$ cat src/rtl/icache_tag_port_sched.sv
// Tag-RAM port scheduler: arbitrates two write-buffer ports and a lookup port
// onto two tag arrays; a paired dual miss writes wb0 then wb1 back to back.
module icache_tag_port_sched #(
  parameter int IDX_W = 6,
  parameter int TAG_W = 20
) (
  input  logic             clk,
  input  logic             rst_n,
  input  logic             lk_vld,
  output logic             lk_rdy,
  input  logic [IDX_W-1:0] lk_idx_a,
  input  logic [IDX_W-1:0] lk_idx_b,
  input  logic             lk_dual,
  input  logic             wb0_vld,
  output logic             wb0_rdy,
  input  logic             wb0_bank,
  input  logic [IDX_W-1:0] wb0_idx,
  input  logic [TAG_W-1:0] wb0_tag,
  input  logic             wb0_way,
  input  logic             wb1_vld,
  output logic             wb1_rdy,
  input  logic             wb1_bank,
  input  logic [IDX_W-1:0] wb1_idx,
  input  logic [TAG_W-1:0] wb1_tag,
  input  logic             wb1_way,
  input  logic             wb_pair,
  input  logic             stall,
  output logic             arr0_en,
  output logic             arr1_en,
  output logic             arr0_wr,
  output logic             arr1_wr,
  output logic [IDX_W-1:0] arr0_addr,
  output logic [IDX_W-1:0] arr1_addr,
  output logic [TAG_W:0]   wr_data,
  output logic             wr_way,
  output logic             rsp_vld,
  output logic             rsp_dual
);

  typedef enum logic [0:0] {
    ST_IDLE  = 1'b0,
    ST_PAIR2 = 1'b1
  } state_t;

  state_t           state_r;
  state_t           state_nxt_s;
  logic             gnt_wb0_s;
  logic             gnt_wb1_s;
  logic             lk_ok_s;
  logic             lk_go_s;
  logic             hazard_s;
  logic             wr_act_s;
  logic             wr_bank_s;
  logic             wr_way_s;
  logic [IDX_W-1:0] wr_idx_s;
  logic [TAG_W-1:0] wr_tag_s;
  logic             rsp_vld_r;
  logic             rsp_dual_r;

  function automatic logic idx_hit(input logic vld, input logic [IDX_W-1:0] widx,
                                   input logic [IDX_W-1:0] ia, input logic [IDX_W-1:0] ib,
                                   input logic dual);
    return vld && ((widx == ia) || (dual && (widx == ib)));
  endfunction

  // Fixed-priority grant; in PAIR2 only the second half of the pair may proceed.
  // Grants are forced off while rst_n is low so every output reads 0 in reset.
  always_comb begin
    gnt_wb0_s = 1'b0;
    gnt_wb1_s = 1'b0;
    lk_ok_s   = 1'b0;
    hazard_s  = idx_hit(wb0_vld, wb0_idx, lk_idx_a, lk_idx_b, lk_dual) ||
                idx_hit(wb1_vld, wb1_idx, lk_idx_a, lk_idx_b, lk_dual);
    if (!rst_n) begin
      lk_ok_s = 1'b0;
    end else if (state_r == ST_PAIR2) begin
      gnt_wb1_s = wb1_vld;
    end else if (wb0_vld) begin
      gnt_wb0_s = 1'b1;
    end else if (wb1_vld) begin
      gnt_wb1_s = 1'b1;
    end else begin
      lk_ok_s = !stall && !hazard_s;
    end
  end

  assign lk_go_s  = lk_ok_s & lk_vld;
  assign wr_act_s = gnt_wb0_s | gnt_wb1_s;
  assign lk_rdy   = lk_ok_s;
  assign wb0_rdy  = gnt_wb0_s;
  assign wb1_rdy  = gnt_wb1_s;

  // Select the fields of whichever write port holds the grant.
  always_comb begin
    wr_bank_s = 1'b0;
    wr_idx_s  = {IDX_W{1'b0}};
    wr_tag_s  = {TAG_W{1'b0}};
    wr_way_s  = 1'b0;
    if (gnt_wb1_s) begin
      wr_bank_s = wb1_bank;
      wr_idx_s  = wb1_idx;
      wr_tag_s  = wb1_tag;
      wr_way_s  = wb1_way;
    end else if (gnt_wb0_s) begin
      wr_bank_s = wb0_bank;
      wr_idx_s  = wb0_idx;
      wr_tag_s  = wb0_tag;
      wr_way_s  = wb0_way;
    end else begin
      wr_bank_s = 1'b0;
    end
  end

  // Pair sequencing: wb_pair only matters on the cycle wb0 is actually granted.
  always_comb begin
    state_nxt_s = state_r;
    case (state_r)
      ST_IDLE: begin
        if (gnt_wb0_s && wb_pair) begin
          state_nxt_s = ST_PAIR2;
        end else begin
          state_nxt_s = ST_IDLE;
        end
      end
      ST_PAIR2: begin
        if (gnt_wb1_s) begin
          state_nxt_s = ST_IDLE;
        end else begin
          state_nxt_s = ST_PAIR2;
        end
      end
      default: state_nxt_s = ST_IDLE;
    endcase
  end

  // FSM state register.
  always_ff @(posedge clk or negedge rst_n) begin
    if (!rst_n) begin
      state_r <= ST_IDLE;
    end else begin
      state_r <= state_nxt_s;
    end
  end

  // RAM control: a write touches only its bank; a lookup reads both arrays.
  always_comb begin
    arr0_en   = 1'b0;
    arr1_en   = 1'b0;
    arr0_wr   = 1'b0;
    arr1_wr   = 1'b0;
    arr0_addr = {IDX_W{1'b0}};
    arr1_addr = {IDX_W{1'b0}};
    wr_data   = {(TAG_W + 1){1'b0}};
    wr_way    = 1'b0;
    if (wr_act_s) begin
      if (wr_bank_s == 1'b0) begin
        arr0_en   = 1'b1;
        arr0_wr   = 1'b1;
        arr0_addr = wr_idx_s;
      end else begin
        arr1_en   = 1'b1;
        arr1_wr   = 1'b1;
        arr1_addr = wr_idx_s;
      end
      wr_data = {1'b1, wr_tag_s};
      wr_way  = wr_way_s;
    end else if (lk_go_s) begin
      arr0_en   = 1'b1;
      arr1_en   = 1'b1;
      arr0_addr = lk_idx_a;
      arr1_addr = lk_dual ? lk_idx_b : lk_idx_a;
    end else begin
      arr0_en = 1'b0;
    end
  end

  // Read data is valid one cycle after the lookup transfer.
  always_ff @(posedge clk or negedge rst_n) begin
    if (!rst_n) begin
      rsp_vld_r  <= 1'b0;
      rsp_dual_r <= 1'b0;
    end else begin
      rsp_vld_r  <= lk_go_s;
      rsp_dual_r <= lk_go_s & lk_dual;
    end
  end

  assign rsp_vld  = rsp_vld_r;
  assign rsp_dual = rsp_dual_r;

endmodule

$ cat config.mk
export PLATFORM = sky130hd
export DESIGN_NAME = icache_tag_port_sched
export DESIGN_NICKNAME = d
export VERILOG_FILES = /design/src/rtl/icache_tag_port_sched.sv
export SDC_FILE = /design/constraint.sdc
export NUM_CORES = 1
export LEC_CHECK = 0
export CAP_MARGIN = 15
export CORE_AREA = 2 2 60 62
export CTS_CLUSTER_DIAMETER = 80
export DETAILED_ROUTE_END_ITERATION = 16
export DIE_AREA = 0 0 62 64
export GPL_TIMING_DRIVEN = 0
export HOLD_SLACK_MARGIN = 0.03
export PLACE_DENSITY_LB_ADDON = 0.08
export SYNTH_ARGS = -nofsm -noshare
export SYNTH_HDL_FRONTEND = slang
export SYNTH_SLANG_ARGS = --single-unit
$ cat constraint.sdc
create_clock -name clk -period 2.8 [get_ports clk]
set_clock_uncertainty 0.05 [all_clocks]
set_input_delay 0.42 -clock clk [delete_from_list [all_inputs] [get_ports clk]]
set_output_delay 0.42 -clock clk [all_outputs]
set_load 0.01 [all_outputs]
======== Yosys cells after proc, flatten, opt, wreduce, memory -nomap -nowiden ========
Index checks and enable logic that the tools add are counted.
word-level totals
  bits in registers ....................... 3
  input port bits ......................... 76
  output and inout bits ................... 43
  word-level logic and storage cells ...... 60
cells by class
  eq/ne operators ......................... 4
  reduce and logical (&&, ||, !) cells .... 11
  bitwise gates (word level) .............. 4
  multiplexer cells ....................... 38
operator list
  kind                 count
  $mux W6              9
  $mux W20             2
  $mux W1              25
  $eq A6 B6 Y1         4
  $mux W21             1
  $logic_and A1 B1 Y1  6
  $logic_or A1 B1 Y1   3
  $and A1 B1 Y1        2
  $logic_not A1 Y1     2
  $pmux W1 S2          1
  $not A1 Y1           1
  $or A1 B1 Y1         1

======== Longest topological paths before layout ========
  depth in word-level cells ............... 14
  depth in mapped cells ................... 6
  gate-level depth less buffers ........... 5

======== Worst setup path before layout ========
Ideal clock, no wire load.
  path type ............................... input to output
  start ................................... input wb0_bank
  end ..................................... output arr0_addr[0]
  cell stages on the path ................. 5
  buffers on the path ..................... 2
  required time ........................... 2.330 ns
  setup slack ............................. 1.046 ns
  arrival time ............................ 1.284 ns
  path through ............................ clkbuf_1 -> inv_1 -> and2_1 -> buf_6 -> a221o_1
between the ends
  word-level cells in the longest chain between the ends .. 4
RTL lines
  element             RTL line  RTL
  start: declaration  16        input logic wb0_bank,
  $mux W1             104       end else if (gnt_wb0_s) begin
  $mux W1             99        if (gnt_wb1_s) begin
  $mux W6             156       if (wr_bank_s == 1'b0) begin
  $mux W6             155       if (wr_act_s) begin
  end: declaration    32        output logic [IDX_W-1:0] arr0_addr,
Every way passes these cells.

======== Worst setup path after layout ========
  start ................................... input rst_n
  end ..................................... output wr_data[17]
between the ends
  word-level cells in the longest chain between the ends .. 4
  elaborated cells between the ends (all ways) .. 6
  classes of those cells .................. 5 x mux; 1 x bitwise
RTL lines
  element             RTL line  RTL
  start: declaration  8         input logic rst_n,
  $mux W1             74        if (!rst_n) begin
  $mux W20            104
  $mux W20            99
  $mux W21 *          155
  end: declaration    34        output logic [TAG_W:0] wr_data,
Every way passes the cells marked *; elsewhere a longest branch is shown, timed or not.

==> flow_summary.json <==
{
  "clk_transition_reported_paths_ns": 0.04,
  "drive_above_1_share_pct": 8.257,
  "cts.path.max_buffers": 2,
  "rsz0062_at_grt": "false",
  "dr.pass1.iters": 4,
  "reg2regPathDepth": 4,
  "setup_viol_count_final": 0,
  "cellPowerDensity_mw_per_mm2": 226.6,
  "vias_in_the_first_global_route": 1315,
  "clk_root_buffer_cell": "clkbuf_4",
  "tritoncts_clock_tree": "built",
  "startpoint_type": "input pin",
  "die_outline_area_mm2": 0.003968,
  "mappedNetlistArea_um2": 789.5,
  "post_place_setup_slack_ns": -0.3047,
  "top_level_ports": 119,
  "cts_inserted_buffers": 3,
  "mappedNetlistNets": 174,
  "max_freq_ghz": 0.3722,
  "timing_max_transition_violations_final": 0,
  "detailed_place.area_mm2": 0.002008,
  "ys_seq_elements": 3,
  "synthCells": 98,
  "floorplan.die.width_um": 62,
  "globalRouteTotalUtil_pct": 19.90,
  "cts_num_sinks": 3,
  "crit-reg2reg-capture": "rsp_dual",
  "fill_cells": 311,
  "antenna_violations_before_repair": 0,
  "layout_commonest_cell": "clkdlybuf4s50_1",
  "total_leakage_power_uw": 0.0008522,
  "run_status": "completed",
  "layout_worst_path_cycle_share_pct": 95.96,
  "slowest_delay_ns": 0.54,
  "synth_sequential_area_ratio_pct": 9.509,
  "grt.overflow.total": 0,
  "grt_start_max_net_pins": 11,
  "r2r-start": "state_r",
  "peak_supply_drop_mv": 0.09461,
  "ff2ff_setup_slack_ns": 1.53,
  "io_port_bufs": 116,
  "final_nets": 295,
  "most-common-layout-cells": "clkdlybuf4s50_1, a22o_1, nand2_1, nand3_1, mux2i_1",
  "worst-endpoint-arrival_ns": 2.22,
  "max_slew_margin_pct": 68.38,
  "critPathSlowestCell": "clkdlybuf4s50_1",
  "route.detailed.vias_per_inst": 5.068,
  "cts_setup_buffers": 0,
  "postSynth.topFlopCell": "dfrtp_1",
  "path_cells": "clkdlybuf4s15_1 -> nor2b_4 -> nand2_2 -> inv_2 -> buf_4 -> buf_6 -> a22o_1 -> clkdlybuf4s50_1",
  "syn_avg_cell_area_um2": 8.056,
  "worstSkewPairLatency_ns": 0.24,
  "drcViolationCount": 0,
  "globalplace.congestion": 0.7653,
  "synthesis.yosys.warnings": 0,
  "num_rows": 21,
  "drt_first_iter_violations": 32,
  "hold_class": "input pin to asynchronous set/reset pin",
  "synth_async_reset_ratio_pct": 100.0,
  "finalWirelength_um": 4220,
  "worst_pin_slew_ns": 0.4743,
  "die_height_um": 64,
  "synth-edff-count": 0,
  "flow.area_growth_from_synthesis_pct": 159.7,
  "period_needed_ns": 2.687,
  "final_hold_viol_count": 0,
  "hpwl_um": 3479,
  "crit_path_end_kind": "output port",
  "postRouteAntennaNets": 0,
  "hold_buffers": 0,
  "timing.setup.critical_path_class": "input pin to output port",
  "synth.distinct_cells": 25,
  "startpoint": "rst_n",
  "ctsHtreeMaxLevel": 1,
  "detailroute.via_count": 1338,
  "worstSetupEndpoint": "wr_data[17]",
  "starting_utilization_of_the_core_area_pct": 24.04,
  "timing.setup.tns_ns": 0,
  "critical_path.max_fanout": 10,
  "antenna-diode-count": 0,
  "setup_ws_ns": 0.1130,
  "fp.coreArea_mm2": 0.003284,
  "required_ns": 2.33,
  "finalInstanceArea_mm2": 0.002051,
  "mean_routed_wirelength_per_cell_um": 15.98,
  "timing.max_cap.violations": 0,
  "global_route_wire_length_before_repair_um": 6092
}
flip-flops by register name, summed over array words and instances, names as in the netlist:
| register | cells |
|---|---|
| rsp_dual | 1 |
| rsp_vld | 1 |
| state_r | 1 |
layer usage:
metal,vias to the layer above,track usage (%),share of wire (%)
li1,634,-,-
met1,631,21.92,38
met2,73,36.72,53
met3,0,4.656,9.2
met4,0,4.521,0
met5,-,0,0
repair_timing:
action | CTS | global route
setup endpoints to repair | 36 | 25
resized for setup | 3 | 3
pin swaps | 0 | 0
per-stage QoR:
| step | util (%) | power, uW | hold slack [ns] | std cells |
|---|---|---|---|---|
| finish | 62.44 | 464.6 | 0.1007 | 264 |
| global route | 62.44 | 495.3 | 0.1011 | 264 |
| CTS | 62.25 | 467.5 | 0.1206 | 264 |
| detailed placement | 61.14 | 384.2 | 0.5513 | 260 |
| global placement | 61.14 | 377.6 | 0.5358 | 260 |
| floorplan | - | 175.5 | 0.07441 | 98 |
kinds of logic after synthesis:
group	after synthesis	share of synthesized area [%]
compound gates	36	40.73
buf+inv	14	12.84
flops	3	9.508
mux	8	10.14
simple gates	37	26.78
worst max-delay path: cells and delay by family:
kind            cells  cell delay [ns]
buf+inv             5             1.29
simple gates        2             0.37
compound gates      1             0.13
power breakdown:
| group | switching (uW) | leakage (uW) | internal [uW] |
|---|---|---|---|
| logic | 122 | 0.000797 | 214 |
| clock network | 25.2 | 0.0000150 | 53.6 |
| registers | 3.70 | 0.0000406 | 46.1 |
| total | 151 | 0.000852 | 314 |
cell type report:
cell class | count | area [um^2] | area share [%]
Tap cell | 46 | 57.56 | 2.807
Inverter | 3 | 13.76 | 0.6711
Clock buffer | 4 | 26.28 | 1.281
Timing Repair Buffer | 116 | 1164 | 56.74
Sequential cell | 3 | 75.07 | 3.661
Multi-Input combinational cell | 81 | 624.3 | 30.45
Buffer | 11 | 90.09 | 4.393
worst min-delay path by stage:
stage                       start       end  slack [ns]
after global routing        rst_n   state_r        0.10
final                       rst_n   state_r        0.10
after floorplan             rst_n  rsp_dual        0.07
after global placement    state_r   state_r        0.54
after detailed placement  state_r   state_r        0.55
after CTS                   rst_n   state_r        0.12
Yosys cell counts (2+ instances only):
| cell | instances | share of area, % |
|---|---|---|
| mux2i_1 | 8 | 10 |
| a21o_1 | 2 | 1.9 |
| inv_2 | 2 | 0.95 |
| buf_4 | 3 | 2.9 |
| a22o_1 | 21 | 23 |
| nor3_1 | 6 | 3.8 |
| buf_6 | 5 | 7.1 |
| nand2_1 | 9 | 4.3 |
| dfrtp_1 | 3 | 9.5 |
| a221o_1 | 6 | 7.6 |
| o221ai_1 | 6 | 6.7 |
| and2_1 | 4 | 3.2 |
| nand2b_1 | 2 | 1.6 |
| clkbuf_1 | 2 | 0.95 |
| nand3_1 | 9 | 5.7 |
No activity file was read; power rests on OpenSTA's default activity.
